`src/rtl/stopwatch_datapath.sv`:
```
// Stopwatch time base: 100 Hz tick divider, run/stop/clear FSM, cascaded
// hh:mm:ss.cc up/down counter and a lap snapshot that freezes the display.
module stopwatch_datapath #(
    parameter int CLK_FREQ = 100_000_000,
    parameter int TICK_HZ  = 100
) (
    input  logic        clk,
    input  logic        reset,
    input  logic        i_run_stop,
    input  logic        i_clear,
    input  logic        i_mode,
    input  logic        i_lap,
    output logic [23:0] o_time_data,
    output logic        o_running,
    output logic        o_lap_active
);

    localparam int DIV_COUNT = CLK_FREQ / TICK_HZ;
    localparam int DIV_W     = (DIV_COUNT > 1) ? $clog2(DIV_COUNT) : 1;
    localparam logic [DIV_W-1:0] DIV_MAX = DIV_W'(DIV_COUNT - 1);

    typedef enum logic [1:0] {
        ST_STOP  = 2'b00,
        ST_RUN   = 2'b01,
        ST_CLEAR = 2'b10
    } state_t;

    state_t           state_reg, state_next;
    logic [DIV_W-1:0] div_reg, div_next;
    logic [6:0]       msec_reg, msec_next;
    logic [5:0]       sec_reg, sec_next;
    logic [5:0]       min_reg, min_next;
    logic [4:0]       hour_reg, hour_next;
    logic [23:0]      snap_reg, snap_next;
    logic             lap_reg, lap_next;
    logic             tick;
    logic [23:0]      live_time;

    assign tick      = (state_reg == ST_RUN) && (div_reg == DIV_MAX);
    assign live_time = {hour_reg, min_reg, sec_reg, msec_reg};

    always_comb begin
        state_next = ST_STOP;
        case (state_reg)
            ST_STOP: begin
                if (i_clear)
                    state_next = ST_CLEAR;
                else if (i_run_stop)
                    state_next = ST_RUN;
                else
                    state_next = ST_STOP;
            end
            ST_RUN:   state_next = i_run_stop ? ST_STOP : ST_RUN;
            ST_CLEAR: state_next = ST_STOP;
            default:  state_next = ST_STOP;
        endcase
    end

    // Divider only moves in RUN so a stop/resume keeps the partial tick.
    always_comb begin
        div_next = div_reg;
        if (state_reg == ST_CLEAR)
            div_next = '0;
        else if (state_reg == ST_RUN)
            div_next = (div_reg == DIV_MAX) ? '0 : div_reg + DIV_W'(1);
    end

    always_comb begin
        msec_next = msec_reg;
        sec_next  = sec_reg;
        min_next  = min_reg;
        hour_next = hour_reg;
        if (state_reg == ST_CLEAR) begin
            msec_next = '0;
            sec_next  = '0;
            min_next  = '0;
            hour_next = '0;
        end else if (tick && !i_mode) begin
            if (msec_reg == 7'd99) begin
                msec_next = '0;
                if (sec_reg == 6'd59) begin
                    sec_next = '0;
                    if (min_reg == 6'd59) begin
                        min_next  = '0;
                        hour_next = (hour_reg == 5'd23) ? 5'd0 : hour_reg + 5'd1;
                    end else begin
                        min_next = min_reg + 6'd1;
                    end
                end else begin
                    sec_next = sec_reg + 6'd1;
                end
            end else begin
                msec_next = msec_reg + 7'd1;
            end
        end else if (tick) begin
            // Down count: each field borrows from the next when it is at zero.
            if (msec_reg == 7'd0) begin
                msec_next = 7'd99;
                if (sec_reg == 6'd0) begin
                    sec_next = 6'd59;
                    if (min_reg == 6'd0) begin
                        min_next  = 6'd59;
                        hour_next = (hour_reg == 5'd0) ? 5'd23 : hour_reg - 5'd1;
                    end else begin
                        min_next = min_reg - 6'd1;
                    end
                end else begin
                    sec_next = sec_reg - 6'd1;
                end
            end else begin
                msec_next = msec_reg - 7'd1;
            end
        end
    end

    // Snapshot takes the pre-tick value on the edge that enters lap mode.
    always_comb begin
        lap_next  = lap_reg;
        snap_next = snap_reg;
        if (state_reg == ST_CLEAR) begin
            lap_next  = 1'b0;
            snap_next = '0;
        end else if ((state_reg == ST_STOP || state_reg == ST_RUN) && i_lap) begin
            lap_next = ~lap_reg;
            if (!lap_reg)
                snap_next = live_time;
        end
    end

    always_ff @(posedge clk) begin
        if (reset) begin
            state_reg <= ST_STOP;
            div_reg   <= '0;
            msec_reg  <= '0;
            sec_reg   <= '0;
            min_reg   <= '0;
            hour_reg  <= '0;
            snap_reg  <= '0;
            lap_reg   <= 1'b0;
        end else begin
            state_reg <= state_next;
            div_reg   <= div_next;
            msec_reg  <= msec_next;
            sec_reg   <= sec_next;
            min_reg   <= min_next;
            hour_reg  <= hour_next;
            snap_reg  <= snap_next;
            lap_reg   <= lap_next;
        end
    end

    assign o_time_data  = lap_reg ? snap_reg : live_time;
    assign o_running    = (state_reg == ST_RUN);
    assign o_lap_active = lap_reg;

endmodule

```
`config.mk`:
```
export PLATFORM = sky130hd
export DESIGN_NAME = stopwatch_datapath
export DESIGN_NICKNAME = d
export VERILOG_FILES = /design/src/rtl/stopwatch_datapath.sv
export SDC_FILE = /design/constraint.sdc
export NUM_CORES = 1
export LEC_CHECK = 0
export CAP_MARGIN = 20
export CELL_PAD_IN_SITES_DETAIL_PLACEMENT = 1
export CELL_PAD_IN_SITES_GLOBAL_PLACEMENT = 1
export CORE_AREA = 2 2 98 100
export CTS_CLUSTER_SIZE = 20
export DETAILED_ROUTE_END_ITERATION = 16
export DIE_AREA = 0 0 100 102
export HOLD_SLACK_MARGIN = 0.1
export MAX_ROUTING_LAYER = met4
export PLACE_DENSITY = 0.87
export SETUP_SLACK_MARGIN = 0.4
export SLEW_MARGIN = 20
export SYNTH_ARGS = -nofsm -noshare
export SYNTH_HDL_FRONTEND = slang
export SYNTH_SLANG_ARGS = --single-unit
```
`constraint.sdc`:
```
create_clock -name clk -period 3.7 [get_ports clk]
set_input_delay 0.925 -clock clk [delete_from_list [all_inputs] [get_ports clk]]
set_output_delay 0.925 -clock clk [all_outputs]
set_load 0.05 [all_outputs]
```
=== Word level (Yosys, flattened, before mapping) ===
Cells that the tools add are included.

* Mux-type cells: 34
* Add/subtract/negate cells: 9
* Bitwise logic cells: 1
* Reductions and logical operators: 18
* Eq/ne operators: 10

{| class="wikitable"
|+ Operators by type and width
! kind !! count
|-
| $mux W6 || 14
|-
| $mux W5 || 10
|-
| $mux W7 || 4
|-
| $mux W24 || 1
|-
| $add A20 B1 Y20 const B || 1
|-
| $eq A20 B20 Y1 const B || 1
|-
| $mux W20 || 1
|-
| $add A6 B1 Y6 const B || 2
|-
| $eq A6 B6 Y1 const B || 2
|-
| $logic_not A6 Y1 || 2
|-
| $sub A6 B1 Y6 const B || 2
|-
| $reduce_bool A2 Y1 || 4
|-
| $add A7 B1 Y7 const B || 1
|-
| $eq A7 B7 Y1 const B || 1
|-
| $logic_not A7 Y1 || 1
|-
| $reduce_and A7 Y1 || 1
|-
| $sub A7 B1 Y7 const B || 1
|-
| $ne A2 B1 Y1 const B || 3
|-
| $add A5 B1 Y5 const B || 1
|-
| $eq A5 B5 Y1 const B || 1
|-
| $logic_not A5 Y1 || 1
|-
| $reduce_and A5 Y1 || 1
|-
| $sub A5 B1 Y5 const B || 1
|-
| $pmux W2 S2 || 1
|-
| 11 further kinds || 14
|}

* Register bits after elaboration: 71
* Word-level logic and storage cells: 80
* Output and inout bits: 26
* Bits of input ports: 6

=== Depth between registers and ports, before layout ===
* Word-level depth: 7
* Depth in mapped cells: 9
* Mapped depth without buffers: 8

=== Worst setup path after synthesis ===
No wires, ideal clock.

* Path type: register -> output
* Start point: register lap_reg, in the netlist o_lap_active
* End point: output port o_time_data[0]
* Required time: 2.775 ns
* Slack: 0.785 ns
* Path buffers: 2
* Arrival: 1.990 ns
* Stages on the path, launching flop included: 4
* Cell sequence: dfxtp_1 clkbuf_1 clkbuf_1 o21ai_0

* Word-level cells in the longest chain between the ends: 1

{| class="wikitable"
|+ Ends and longest elaborated chain
! element !! RTL line !! source
|-
| from (decl) || 35 || <nowiki>logic lap_reg, lap_next;</nowiki>
|-
| from (signal assigned) || 148 || <nowiki>lap_reg <= lap_next;</nowiki>
|-
| $mux W24 || - ||
|-
| to (decl) || 13 || <nowiki>output logic [23:0] o_time_data,</nowiki>
|}

Every way passes these cells.

=== Final worst setup path ===
* Start point: register msec_reg[1]
* End point: output port o_time_data[1]

* Word-level cells in the longest chain between the ends: 1

{| class="wikitable"
|+ Ends and longest elaborated chain
! element !! RTL line !! source
|-
| from (decl) || 30 || <nowiki>logic [6:0] msec_reg, msec_next;</nowiki>
|-
| from (signal assigned) || 143 || <nowiki>msec_reg <= msec_next;</nowiki>
|-
| $mux W24 || - ||
|}

Every way passes these cells.

==> flow_summary_export.csv <==
group,metric,value,unit
timing,hold_viol_final,0,
floorplan,die_x,100,microns
logic_synthesis,mappedNetlistArea,4177,sq um
clock_tree,cts.repair.resized,0,
critical_path,crit_fanout,7,
routing,dr.first_iter.drc_count,199,
clock_tree,cts_root_buf,"clkbuf_8",
global_routing,antenna_found_initial,0,
floorplan,dieArea,10200,sq um
clock_tree,numCtsBuffers,9,
critical_path,worst-path-buf-inv,2,
pwr,p_per_area,337.9,nW/um^2
routing,wire_per_inst,17.86,microns
pwr,p_leak,1.645,nW
timing,report.final.setup_viol,0,
clock_tree,clkLatencyLatePin,0.36,ns
critical_path,worst_path_dominant_cell_family,"buffers and inverters",
timing,fmax,0.3264,GHz
timing,rsz0062_at_grt,"no",
timing,finalCritPeriodShare,82.81,%
routing,postRouteAntennaNets,0,
logic_synthesis,synth_top_cell_area_share,34.03,%
logic_synthesis,synth_ff_type,"dfxtp_1",
clock_tree,post_cts_buffers,0,
place,io_buffers,31,
logic_synthesis,postSynthAreaPerCell,7.692,sq um
place,post-place-ws,0.6602,ns
global_routing,first_global_vias,3997,
finish,seq_area,1421,sq um
critical_path,startpoint,"msec_reg[1]",
clock_tree,clk_pin_slew_worst_paths,0.08,ns
clock_tree,cts_buffer_depth,2,
critical_path,slowest_delay,0.86,ns
global_routing,grtUsageTotal,24.68,%
clock_tree,cts.sinks,71,
logic_synthesis,synth.most_common_cell,"nand2_1",
logic_synthesis,ys_warn_count,0,
routing,routed_wirelength,11880,microns
finish,multi_input_area,2514,sq um
logic_synthesis,synth_common_cells,"84 x nand2_1, 71 x dfxtp_1, 48 x a21oi_1",
logic_synthesis,ys_top_cells_by_area,"dfxtp_1 34%, nand2_1 7.5%, a21oi_1 5.8%",
clock_tree,htree_levels,3,
timing,finClkSkew,0.008553,ns
clock_tree,cts_tree,"built",
min_path,worstHoldStart,"snap_reg[5]",
finish,fillers,1114,
logic_synthesis,ys_seq_area_share,34.03,%
global_routing,grt_pass1_wl,19640,microns
logic_synthesis,ys_ff_latch,71,
timing,worstMarginPinSlew,1.023,ns
floorplan,row_count,35,
finish,drive_gt1_share,9.206,%
critical_path,r2r-start,"msec_reg[3]",
outcome,status,"completed",
global_routing,grt_max_degree,28,
logic_synthesis,synth_edf_count,0,
finish,synthToLayoutAreaGrowth,13.21,%
critical_path,arrival,2.14,ns
routing,vias,4009,
floorplan,io-pin-count,32,
timing,min_period,3.064,ns
routing,dr.pass1.iters,4,
logic_synthesis,syn_inst,543,
routing,detail_route.vias_per_cell,6.029,
finish,largest_reg_flops,24,
timing,tns,0,ns
finish,diodes,0,
place,gp_congestion,0.8568,
min_path,hold_class,"flip-flop to flip-flop",
critical_path,critPathKind,"flip-flop to output port",
floorplan,start_util,45.85,%
logic_synthesis,async_flop_share,0,%
critical_path,start_kind,"flip-flop",
place,dpl.hpwl,7750,microns
logic_synthesis,synth_cell_type_count,59,
clock_tree,hold_buffers,0,
global_routing,grt-ovfl-total,0,
floorplan,coreArea,9109,sq um
timing,slew-limit-headroom,31.20,%
pwr,ir_worst_vdd,169.1,uV
logic_synthesis,synth_fp_nets,561,
critical_path,critPathRequiredTime,2.77,ns
run,maxCapViolations,0,
critical_path,path_cells,"inv_1, o21ai_0, clkdlybuf4s50_1",
critical_path,setup.worst_path.end_class,"output port",
finish,nets,567,
critical_path,crit_slowest_cell,"clkdlybuf4s50_1",
logic_synthesis,yosysTopAreaCell,"dfxtp_1",
timing,worst_slack,0.6362,ns
floorplan,die_h,102,microns
timing,maxSlewViolCount,0,
routing,drc,0,
stage by stage:
| stage | area [sq um] | total power, mW | cells | utilization, % | hold WS [ns] |
|---|---|---|---|---|---|
| detailed placement | 4504 | 0.8920 | 649 | 49.45 | 0.4473 |
| global placement | 4504 | 0.8879 | 649 | 49.45 | 0.4378 |
| finish | 4728 | 1.598 | 665 | 51.91 | 0.4554 |
| CTS | 4728 | 1.603 | 665 | 51.91 | 0.4579 |
| floorplan | 4177 | 0.8568 | 543 | - | 0.4329 |
| global route | 4728 | 1.648 | 665 | 51.91 | 0.4808 |
worst paths after layout:
kind,depth (start not counted),slack (ns),endpoint
setup / recovery,3,0.64,o_time_data[1]
hold / removal,2,0.46,snap_reg[5]
setup reg to reg,6,1.13,sec_reg[0]
hold reg to reg,2,0.46,snap_reg[5]
report_power, final:
| part | switching (mW) | internal (mW) | leakage [nW] |
|---|---|---|---|
| combinational | 0.0751 | 0.0296 | 0.960 |
| sequential | 0.00412 | 0.766 | 0.572 |
| clock | 0.306 | 0.417 | 0.114 |
| total | 0.385 | 1.21 | 1.65 |
cell usage in the layout, fill, tap and decap left out, types with 12 or more instances in the layout:
master / synthesis / layout
a21oi_1: 48 / 48
clkdlybuf4s50_1: 0 / 31
dfxtp_1: 71 / 71
ha_1: 12 / 12
inv_1: 13 / 13
mux2_2: 16 / 16
nand2_1: 84 / 84
nand3_1: 19 / 19
nor2_1: 46 / 46
nor3_1: 15 / 14
o21ai_0: 36 / 36
xor2_1: 19 / 19
layer usage:
metal	track usage, %	part of all wire, %
met5	-	0
met4	7.692	1.4
met3	3.899	3.6
met2	42.20	50
met1	30.06	44
cells by family (layout without fill, tap and decap cells):
logic type,count (synthesis),after routing,synth area share [%]
XOR/XNOR,30,30,6.291
buffers and inverters,59,70,5.902
AND/OR/NAND/NOR,232,232,27.65
flip-flops,71,71,34.03
multiplexers,23,23,5.992
AO/OA/AOI/OAI,116,116,16.54
adder cells (fa/ha/maj),12,12,3.595
layout make-up:
class / count / area share, %
Clock buffer: 13 / 3.361
Clock inverter: 3 / 1.376
Inverter: 14 / 1.111
Multi-Input combinational cell: 413 / 53.16
Sequential cell: 71 / 30.06
Tap cell: 111 / 2.937
Timing Repair Buffer: 40 / 7.992
worst register-to-register path: stages, from the launching register on:
cell and delay (ns):
dfxtp_1 0.47, or3_4 0.46, or4_1 0.54, nand2_1 0.19
and2_1 0.33, o21ai_0 0.14, a221oi_1 0.33
(Power assumes the default switching activity.)
==> variant 1 (config.mk and constraints unchanged) <==
Add an input register stage for `i_run_stop`, `i_clear`, `i_mode` and `i_lap`; this delays them by one clock.
--- a/src/rtl/stopwatch_datapath.sv
+++ b/src/rtl/stopwatch_datapath.sv
@@ -26,4 +26,16 @@
     } state_t;
 
+    logic i_run_stop_q;
+    logic i_clear_q;
+    logic i_mode_q;
+    logic i_lap_q;
+
+    always_ff @(posedge clk) begin
+        i_run_stop_q <= i_run_stop;
+        i_clear_q    <= i_clear;
+        i_mode_q     <= i_mode;
+        i_lap_q      <= i_lap;
+    end
+
     state_t           state_reg, state_next;
     logic [DIV_W-1:0] div_reg, div_next;
@@ -44,12 +56,12 @@
         case (state_reg)
             ST_STOP: begin
-                if (i_clear)
+                if (i_clear_q)
                     state_next = ST_CLEAR;
-                else if (i_run_stop)
+                else if (i_run_stop_q)
                     state_next = ST_RUN;
                 else
                     state_next = ST_STOP;
             end
-            ST_RUN:   state_next = i_run_stop ? ST_STOP : ST_RUN;
+            ST_RUN:   state_next = i_run_stop_q ? ST_STOP : ST_RUN;
             ST_CLEAR: state_next = ST_STOP;
             default:  state_next = ST_STOP;
@@ -76,5 +88,5 @@
             min_next  = '0;
             hour_next = '0;
-        end else if (tick && !i_mode) begin
+        end else if (tick && !i_mode_q) begin
             if (msec_reg == 7'd99) begin
                 msec_next = '0;
@@ -121,5 +133,5 @@
             lap_next  = 1'b0;
             snap_next = '0;
-        end else if ((state_reg == ST_STOP || state_reg == ST_RUN) && i_lap) begin
+        end else if ((state_reg == ST_STOP || state_reg == ST_RUN) && i_lap_q) begin
             lap_next = ~lap_reg;
             if (!lap_reg)
Formal check against the unedited RTL: not equivalent (a bounded check fails within 4 cycles, from zero or initial values and one cycle with reset high).
==> variant 1 against the unedited design <==
- final cell count grew 0.15%
- sequential cell count grew 4
- clock skew shrank 0.0013 ns
- synthesized area grew 1.9%
- sequential power grew 6.0%
- total power grew 0.42%
- worst setup slack lost 0.026 ns
- wire length shrank 4.6%
- design area grew 0.90%
==> variant 1: results (changes against the unedited design) <==
metric,value,unit,change
grt_pass1_wl,19200,um,-2.0%
cellPowerDensity,336,mW/mm^2,-0.48%
clock_sinks,75,,+5.6%
critPathMaxFanout,36,,+29
slew_headroom,0.338,,+0.0265
worst_slack,0.610,ns,-0.0258 ns
antenna_found_initial,0,,unchanged
place_ws,0.860,ns,+0.200 ns
startpoint,o_lap_active$_SDFFE_PP0P_,,
synth_mux_area_frac,0.0588,,-0.00113
grt_max_degree,48,,+71%
dpl-instance-area,0.00456,sq mm,+1.3%
dpl.hpwl,7570,um,-2.3%
p_sw_frac,0.242,,+0.000683
ys_seq_area_frac,0.353,,+0.0124
synth_xor_area_frac,0.0617,,-0.00118
combPwrFrac,0.062,,-0.004
rr_worst_depth,7,,+1
synth_compound_area_frac,0.162,,-0.00311
p_leak,1.65,nW,+0.54%
drtIter0Drc,135,,-32%
multi_input_area_share,0.527,,-0.00474
synth_nets,565,,+0.71%
grt_pass1_vias,4004,,+0.18%
synth_top_cells_by_count,"84 x nand2_1, 75 x dfxtp_1, 48 x a21oi_1",,
r2r-end,hour_reg[2]$_SDFFE_PP0P_,,
synth_area_per_cell,7.78,sq um,+1.2%
gr-usage-all-layers,0.241,,-0.00619
status,"finished, final reports clean",,
post_cts_buffers,0,,unchanged
fill_cells,1128,,+1.3%
clkCellAreaFrac,0.0438,,-0.00357
avgRoutedWirePerCell,17.0,um,-4.7%
route.vias.total,3960,,-1.2%
crit_end,o_time_data[22],,
drive_gt1_frac,0.0865,,-0.00557
n_clock_buffer,11,,-2
bufAreaShareNonClock,0.0745,,-0.00543
synthAdderAreaFrac,0.0353,,-0.000676
buffers_excl_clock,37,,-7.5%
synth_area_leaders,"dfxtp_1 35%, nand2_1 7.4%, a21oi_1 5.6%",,
max_stage_delay,0.70,ns,-0.16 ns
skew,0.00729,ns,-0.00126 ns
antenna_cells,0,,unchanged
r2r_start,div_reg[0]$_SDFFE_PP0N_,,
==> variant 1: changes by cell type after synthesis <==
cell and delta:
dfxtp_1 +4
==> variant 1: layer usage <==
layer	routed length, um	vias to the layer above	GRT usage
met2	5660	82	0.405
met5	0	-	-
met3	365	18	0.0486
met1	5130	1939	0.295
li1	-	1921	-
met4	186	0	0.0685
==> variant 1: through the flow <==
step / instances / hold WS [ns] / utilization
2_1_floorplan: 547 / 0.433 / -
3_3_place_gp: 650 / 0.439 / 0.501
3_5_place_dp: 650 / 0.447 / 0.501
4_1_cts: 666 / 0.459 / 0.524
5_1_grt: 666 / 0.479 / 0.524
6_report: 666 / 0.454 / 0.524
==> variant 1: how the worst min path moves through the flow <==
stage / start / endpoint / slack (ns) / cells after the start
2_1_floorplan: snap_reg[10]$_SDFFE_PP0P_ / snap_reg[10]$_SDFFE_PP0P_ / 0.43 / 2
3_3_place_gp: snap_reg[4]$_SDFFE_PP0P_ / snap_reg[4]$_SDFFE_PP0P_ / 0.44 / 2
3_5_place_dp: snap_reg[5]$_SDFFE_PP0P_ / snap_reg[5]$_SDFFE_PP0P_ / 0.45 / 2
4_1_cts: snap_reg[5]$_SDFFE_PP0P_ / snap_reg[5]$_SDFFE_PP0P_ / 0.46 / 2
5_1_grt: snap_reg[23]$_SDFFE_PP0P_ / snap_reg[23]$_SDFFE_PP0P_ / 0.48 / 2
6_report: snap_reg[5]$_SDFFE_PP0P_ / snap_reg[5]$_SDFFE_PP0P_ / 0.45 / 2
==> variant 1: worst register-to-register path: cells and delay by family (launching register included) <==
family,cells,cell delay [ns]
mux,1,0.20
simple gates,4,1.71
fa+ha+maj,1,0.20
flops,1,0.38
compound gates,1,0.14
==> variant 2 (same flow settings) <==
Made on the original files. `TICK_HZ`: 100 -> 200.
--- a/src/rtl/stopwatch_datapath.sv
+++ b/src/rtl/stopwatch_datapath.sv
@@ -3,5 +3,5 @@
 module stopwatch_datapath #(
     parameter int CLK_FREQ = 100_000_000,
-    parameter int TICK_HZ  = 100
+    parameter int TICK_HZ  = 200
 ) (
     input  logic        clk,
Check against the original RTL: same outputs for any inputs over 10 cycles, from zero or initial values and one cycle with reset high; that may be too few to reach the edited logic, so the function may still have changed.
==> variant 2 against the unedited design <==
- worst setup slack lost 0.025 ns
- design area increased by 0.24%
- total power grew 6.5%
- final cell count fell by 1.1%
- wire length is essentially flat
- sequential cell count decreased by 1
- non-clock buffer count up 2
- largest cell class unchanged
- first-iteration DRC count down 14%
- synthesized area down 1.0%
==> variant 2: results (changes against the unedited design) <==
metric,value,unit,change
status,"finished, final reports clean",,
synth_nets,544,,-3.0%
p_leak,1.67,nW,+1.5%
ir_drop,163,uV,-3.6%
ys_seq_area_frac,0.339,,-0.00124
drtIter0Drc,171,,-14%
tightest_slew,1.03,ns,+0.00544 ns
grt_pass1_wl,19700,um,+0.24%
synth_cell_types,65,,+10%
crit_end,o_time_data[6],,
r2r_start,div_reg[0]$_SDFFE_PP0P_,,
critPathMaxFanout,36,,+29
synth_area_leaders,"dfxtp_1 34%, nand2_1 8.4%, a21oi_1 5.7%",,
cp_data_arrival_time,2.16,ns,+0.02 ns
gp_routability_congestion,0.877,,+2.3%
routed_wl,11900,um,about the same
skew,0.0116,ns,+0.00301 ns
rr_worst_depth,7,,+1
drive_gt1_frac,0.113,,+0.0213
hold_end,snap_reg[6]$_SDFFE_PP0P_,,
startpoint,o_lap_active$_SDFFE_PP0P_,,
grt_max_degree,37,,+32%
route.vias.total,3906,,-2.6%
dpl.hpwl,7880,um,+1.6%
synth_top_cells_by_count,"92 x nand2_1, 70 x dfxtp_1, 51 x nor2_1",,
-- variant 2: area by class of cell --
cell class,count,area (sq um)
clock buffer,9,124
multi-input combinational,406,2490
fill,1114,4370
clock inverter,7,145
tap,111,139
sequential,70,1400
inverter,13,48.8
timing repair buffer,42,393
-- variant 2: per-stage QoR --
| stage | cell area, sq um | hold WS (ns) | worst slack, ns | cells |
|---|---|---|---|---|
| 6_report | 4740 | 0.455 | 0.611 | 658 |
| 3_5_place_dp | 4470 | 0.447 | 0.583 | 642 |
| 5_1_grt | 4740 | 0.483 | 0.516 | 658 |
| 3_3_place_gp | 4470 | 0.438 | 0.701 | 642 |
| 2_1_floorplan | 4130 | 0.431 | 0.786 | 526 |
| 4_1_cts | 4740 | 0.459 | 0.580 | 658 |
-- variant 2: cells by family (layout without fill, tap and decap cells) --
family	count (synthesis)	after routing	synth area share
adders and majority gates	12	12	0.0363
buffers and inverters	50	71	0.0587
and+or+nand+nor	227	227	0.268
muxes	24	24	0.0633
DFF	70	70	0.339
xor gates and xnor gates	28	28	0.0593
AOI/OAI and AO/OA	115	115	0.175
-- variant 2: per-layer routing --
layer	global-route usage	vias to the layer above	wire length [um]
li1	-	1868	-
met4	0.100	0	238
met5	-	-	0
met3	0.0349	23	458
met2	0.426	96	5900
met1	0.302	1919	5270
-- variant 2: power breakdown --
part / leakage, nW / internal, mW / switching (mW)
clock network: 0.130 / 0.519 / 0.331
registers: 0.564 / 0.756 / 0.00372
logic: 0.976 / 0.0262 / 0.0657
-- variant 2: critical path, cell delays in order, from the launching register on --
cell             delay, ns
dfxtp_1               0.32
buf_4                 0.35
mux2_2                0.39
clkdlybuf4s50_1       0.72
